**config.mk**
```make
export PLATFORM = sky130hd
export DESIGN_NAME = serial_sub
export DESIGN_NICKNAME = d
export VERILOG_FILES = /design/src/rtl/serial_sub_pkg.sv /design/src/rtl/serial_sub_full_sub.sv /design/src/rtl/serial_sub.sv
export SDC_FILE = /design/constraint.sdc
export NUM_CORES = 1
export LEC_CHECK = 0
export BUFFER_PORTS_ARGS = -buffer_cell sky130_fd_sc_hd__clkbuf_2
export CAP_MARGIN = 25
export CELL_PAD_IN_SITES_DETAIL_PLACEMENT = 0
export CELL_PAD_IN_SITES_GLOBAL_PLACEMENT = 1
export CORE_AREA = 3 3 70 72
export CTS_CLUSTER_SIZE = 12
export DETAILED_ROUTE_END_ITERATION = 7
export DIE_AREA = 0 0 73 75
export GPL_TIMING_DRIVEN = 0
export PLACE_DENSITY_LB_ADDON = 0.1
export SYNTH_ARGS = -nofsm -noshare
export SYNTH_HDL_FRONTEND = slang
export SYNTH_SLANG_ARGS = --single-unit
```
**constraint.sdc**
```tcl
create_clock -name clk -period 1.8 [get_ports clk]
set_input_delay 0.18 -clock clk [delete_from_list [all_inputs] [get_ports clk]]
set_output_delay 0.18 -clock clk [all_outputs]
set_load 0.02 [all_outputs]
```
**src/rtl/serial_sub_pkg.sv**
```systemverilog
// Shared definitions for the bit-serial subtractor: state encoding,
// default operand width and the bit-counter width helper.
package serial_sub_pkg;

    localparam int unsigned DEFAULT_WIDTH = 8;

    typedef enum logic [1:0] {
        IDLE  = 2'd0,
        SHIFT = 2'd1,
        DONE  = 2'd2
    } state_e;

    // Width of a counter that must hold 0 .. w-1; never narrower than one bit.
    function automatic int unsigned cnt_width(input int unsigned w);
        return (w <= 2) ? 1 : $clog2(w);
    endfunction

endpackage

```
**src/rtl/serial_sub_full_sub.sv**
```systemverilog
// One-bit full subtractor cell: D = X - Y - Bin, Bout set when a borrow is needed.
module Full_Sub (
    input  logic X,
    input  logic Y,
    input  logic Bin,
    output logic D,
    output logic Bout
);

    // Pure combinational difference and borrow for a single bit position.
    always_comb begin
        D    = X ^ Y ^ Bin;
        Bout = (~X & Y) | (~(X ^ Y) & Bin);
    end

endmodule

```
**src/rtl/serial_sub.sv**
```systemverilog
// Bit-serial LSB-first subtractor computing A - B - Bin over WIDTH cycles
// with a start/busy/done handshake and held result/borrow/overflow outputs.
module serial_sub
    import serial_sub_pkg::*;
#(
    parameter int unsigned WIDTH = DEFAULT_WIDTH
) (
    input  logic             clk,
    input  logic             rst_n,
    input  logic             start,
    input  logic [WIDTH-1:0] a,
    input  logic [WIDTH-1:0] b,
    input  logic             bin,
    output logic             busy,
    output logic             done,
    output logic [WIDTH-1:0] diff,
    output logic             borrow_out,
    output logic             ovf
);

    localparam int unsigned CW = cnt_width(WIDTH);

    state_e           state_q, state_d;
    logic [CW-1:0]    cnt_q, cnt_d;
    logic [WIDTH-1:0] sa_q, sa_d;
    logic [WIDTH-1:0] sb_q, sb_d;
    logic [WIDTH-1:0] res_q, res_d;
    logic             brw_q, brw_d;
    logic             amsb_q, amsb_d;
    logic             bmsb_q, bmsb_d;
    logic [WIDTH-1:0] diff_q, diff_d;
    logic             bout_q, bout_d;
    logic             ovf_q, ovf_d;
    logic             busy_q, busy_d;
    logic             done_q, done_d;

    logic             bitD;
    logic             bitBout;
    logic             lastBit;

    Full_Sub u_full_sub (
        .X    (sa_q[0]),
        .Y    (sb_q[0]),
        .Bin  (brw_q),
        .D    (bitD),
        .Bout (bitBout)
    );

    assign lastBit = (cnt_q == CW'(WIDTH - 1));

    // Next-state logic: load operands on an accepted start, shift one bit per
    // cycle while busy, and publish the result on the last bit.
    always_comb begin
        state_d = state_q;
        cnt_d   = cnt_q;
        sa_d    = sa_q;
        sb_d    = sb_q;
        res_d   = res_q;
        brw_d   = brw_q;
        amsb_d  = amsb_q;
        bmsb_d  = bmsb_q;
        diff_d  = diff_q;
        bout_d  = bout_q;
        ovf_d   = ovf_q;
        busy_d  = busy_q;
        done_d  = 1'b0;

        case (state_q)
            IDLE, DONE: begin
                busy_d = 1'b0;
                if (start) begin
                    sa_d    = a;
                    sb_d    = b;
                    brw_d   = bin;
                    amsb_d  = a[WIDTH-1];
                    bmsb_d  = b[WIDTH-1];
                    cnt_d   = '0;
                    res_d   = '0;
                    busy_d  = 1'b1;
                    state_d = SHIFT;
                end else begin
                    state_d = IDLE;
                end
            end
            SHIFT: begin
                res_d = {bitD, res_q[WIDTH-1:1]};
                sa_d  = sa_q >> 1;
                sb_d  = sb_q >> 1;
                brw_d = bitBout;
                cnt_d = cnt_q + CW'(1);
                if (lastBit) begin
                    diff_d  = {bitD, res_q[WIDTH-1:1]};
                    bout_d  = bitBout;
                    ovf_d   = (amsb_q != bmsb_q) && (bitD != amsb_q);
                    busy_d  = 1'b0;
                    done_d  = 1'b1;
                    state_d = DONE;
                end
            end
            default: begin
                busy_d  = 1'b0;
                state_d = IDLE;
            end
        endcase
    end

    // State and datapath registers; reset discards any operation in flight.
    always_ff @(posedge clk or negedge rst_n) begin
        if (!rst_n) begin
            state_q <= IDLE;
            cnt_q   <= '0;
            sa_q    <= '0;
            sb_q    <= '0;
            res_q   <= '0;
            brw_q   <= 1'b0;
            amsb_q  <= 1'b0;
            bmsb_q  <= 1'b0;
            diff_q  <= '0;
            bout_q  <= 1'b0;
            ovf_q   <= 1'b0;
            busy_q  <= 1'b0;
            done_q  <= 1'b0;
        end else begin
            state_q <= state_d;
            cnt_q   <= cnt_d;
            sa_q    <= sa_d;
            sb_q    <= sb_d;
            res_q   <= res_d;
            brw_q   <= brw_d;
            amsb_q  <= amsb_d;
            bmsb_q  <= bmsb_d;
            diff_q  <= diff_d;
            bout_q  <= bout_d;
            ovf_q   <= ovf_d;
            busy_q  <= busy_d;
            done_q  <= done_d;
        end
    end

    assign busy       = busy_q;
    assign done       = done_q;
    assign diff       = diff_q;
    assign borrow_out = bout_q;
    assign ovf        = ovf_q;

endmodule

```
==> qor.txt <==
Vias -> 1,285
Final Hold Fails -> 0
Netlist cell types -> 26
Number of global-route vias before repair -> 1,354
Pin count of the biggest net entering global routing -> 29
Dpl cells -> 246
Core box area -> 4350 um2
Die H -> 75 um
Reg2reg start -> cnt_q[0]
Critical path class -> flip-flop to flip-flop
Final Max Tran Viols -> 0
CTS tree -> yes
Kind of end point of the critical path -> flip-flop
Row count -> 24
Top cell family by delay on the critical path -> adder cells
CP max stage cell -> dfrtp_1
Cells along the critical path -> ha_1 -> ha_1 -> nand3b_2 -> clkbuf_4 -> mux2_1
Yosys top cell area share -> 60.0%
Post-DP HPWL -> 2490 um
Hold WS -> 99.4 ps
Worst endpoint required time -> 1990 ps
Die area -> 5480 um2
Register bit count reported by yosys -> 43
Initial core utilization -> 41.2%
Buffers & Inverters on Critical Path -> 1
I/O pin count -> 32
Max Clock Skew -> 11.6 ps
Gate count of the mapped netlist -> 162
FF-to-FF path depth -> 5
CTS Buffer Depth -> 2
Final worst path period need -> 1680 ps
Switching Share -> 36.8%
Max rail drop VDD -> 541 uV
Max Fclk -> 0.596 GHz
Cell Area, Synth -> 1790 um2
Cell mode on critical path -> ha_1
Hold Path Class -> primary input to flip-flop
Max FO, Critical Path -> 10
Crit path largest cell delay -> 400 ps
Internal power -> 2.52 mW
Fin nets -> 225
CTS buffer count -> 5
Clock Latency Late Sink -> 300 ps
Synth top area cells -> dfrtp_1 (60%), nand2_1 (7.5%), a22o_1 (5.4%)
Rel. slew slack -> 70.8%
R2r setup slk -> 120 ps
Net count after synthesis -> 185
Clk slew on worst S/H paths -> 90 ps
Synth Area per Inst -> 11.1 um2
Worst EP arrival -> 1870 ps
Total Routing Usage GR -> 15.5%
CP endpoint -> diff[6]
Period utilisation layout -> 93.2%
Port Buffers -> 31
Global route total overflow -> 0
Pwr/cell area -> 1850 nW/um2
Reg-to-Reg End -> diff[6]
Sequential Power Share -> 41.6%
Syn-to-layout area delta -> 20.4%
Setup_tns -> 0 ps
Chip width -> 73 um
Drt drc -> 0
DRT Pass-1 Iters -> 5
WL/cell -> 13.9 um
Final ANT Viol Nets -> 0
Leak Pwr -> 1.09 nW
Cell taking the most area after synthesis -> dfrtp_1
Final Non-Filler Cells -> 255
Global-route wire length before repair -> 6480 um
Final Wtd Congestion -> 0.703
Status -> finished, final reports clean
Share of layout cells above drive strength 1 -> 28.1%
Clock power frac -> 18.9%
Logic gate share of total power -> 39.5%
Switch Pwr -> 1.47 mW
Beginning of the critical path -> cnt_q[0]
Critical path startpoint category -> flip-flop
H-tree depth -> 2
CTS Sinks -> 43
Number of cells on the critical path -> 5
RSZ-0062 raised after global routing -> no
Antenna diodes -> 0
YS warnings -> 0
Detailed Route WL -> 3550 um
Sequential fraction of the synthesis area -> 60.0%
Worst-margin pin slew -> 438 ps
CTS root buffer -> clkbuf_8
Initial antenna violation count -> 0
Via density per instance -> 5.04
Endpoints failing setup -> 0
Max-cap violations -> 0
Initial drt markers -> 61
-- registers in the layout, summed over array words and instances (netlist names) --
register and cells:
bmsb_q 1, res_q 7, amsb_q 1, state_q 2, borrow_out 1, sb_q 8
sa_q 8, diff 8, ovf 1, cnt_q 3, brw_q 1, busy 1
done 1
-- stage by stage --
stage	utilization (%)	worst slack, ps	total power [mW]	cell area (um2)
2_1_floorplan	-	257	2.82	1790
3_3_place_gp	46.2	110	3.21	2010
3_5_place_dp	46.7	65.1	3.28	2030
4_1_cts	49.5	63.1	4.05	2160
5_1_grt	49.6	16.6	4.36	2160
6_report	49.6	122	3.99	2160
-- Yosys cell counts --
cell / number
a21oi_1: 1
a221o_1: 1
a22o_1: 11
a31oi_1: 14
and2b_1: 1
and3b_1: 1
buf_2: 4
buf_4: 4
buf_6: 2
clkbuf_1: 1
dfrtp_1: 43
fa_1: 1
ha_1: 2
inv_1: 5
mux2_1: 4
mux2_2: 4
nand2_1: 36
nand2b_1: 2
nand3_1: 1
nand3b_2: 1
nor2_1: 16
nor2_4: 1
nor2b_2: 1
o21ai_0: 2
o21ai_1: 2
o31ai_1: 1
-- layout by cell type, fill, tap and decap left out, drive strengths merged --
master and count:
mux2 8, nand3b 1, buf 10, dlygate4sd3 1, a31oi 14, bufinv 1
and2b 1, fa 1, clkbuf 38, ha 2, dfrtp 43, a22o 11
inv 5, nor2 17, nand2 36, o31ai 1, and3b 1, nand3 1
clkinv 2, nand2b 2, o21ai 4, nor2b 1, a21oi 1, a221o 1
-- power groups by stage --
stage / clock [mW] / combinational [mW] / sequential [mW]
6_report: 0.754 / 1.58 / 1.66
3_3_place_gp: 0 / 1.55 / 1.66
3_5_place_dp: 0 / 1.60 / 1.68
5_1_grt: 0.819 / 1.82 / 1.73
4_1_cts: 0.776 / 1.61 / 1.66
2_1_floorplan: 0 / 1.07 / 1.75
-- worst min path at each step --
stage,from,end,cells past startpoint,slack [ps]
CTS,a[7],amsb_q,3,100
detailed placement,rst_n,res_q[2],1,140
floorplan,rst_n,amsb_q,0,-120
finish,a[7],amsb_q,3,100
global placement,a[7],amsb_q,3,400
global route,b[6],sb_q[6],3,100
-- cells by family (layout without fill, tap and decap cells) --
logic type | Yosys count | in the layout | synth area share, %
compound gates | 32 | 32 | 12.6
fa+ha+maj | 3 | 3 | 2.51
buf+inv | 16 | 57 | 5.30
flops | 43 | 43 | 60.0
mux | 8 | 8 | 5.02
simple gates | 60 | 60 | 14.5
-- routing by layer --
metal  wire length, um  vias up  track usage (%)
li1                  -      627                -
met1              1730      606             21.6
met2              1550       42             22.9
met3               197       10             4.41
met4                63        0             6.15
met5                 0        -                0
-- final cells by class --
cell class,count,area (um2)
fill,425,2200
multi-input combinational,103,622
tap,52,65.1
buffer,11,78.8
inverter,5,18.8
sequential,43,1080
timing repair buffer,33,185
clock inverter,3,43.8
clock buffer,5,68.8
-- worst min-delay path, cell delays in order --
cell and delay [ps]:
clkbuf_2 90, nand2_1 50, nand2_1 50
-- timing repair --
| item | CTS | global route |
|---|---|---|
| endpoints found under the hold margin | 15 | 0 |
| hold buffers | 1 | 0 |
| resized for setup | 0 | 1 |
| endpoints found under the setup margin | 0 | 3 |
| buffers inserted | 0 | 0 |
Power figures use the tool's default switching activity.
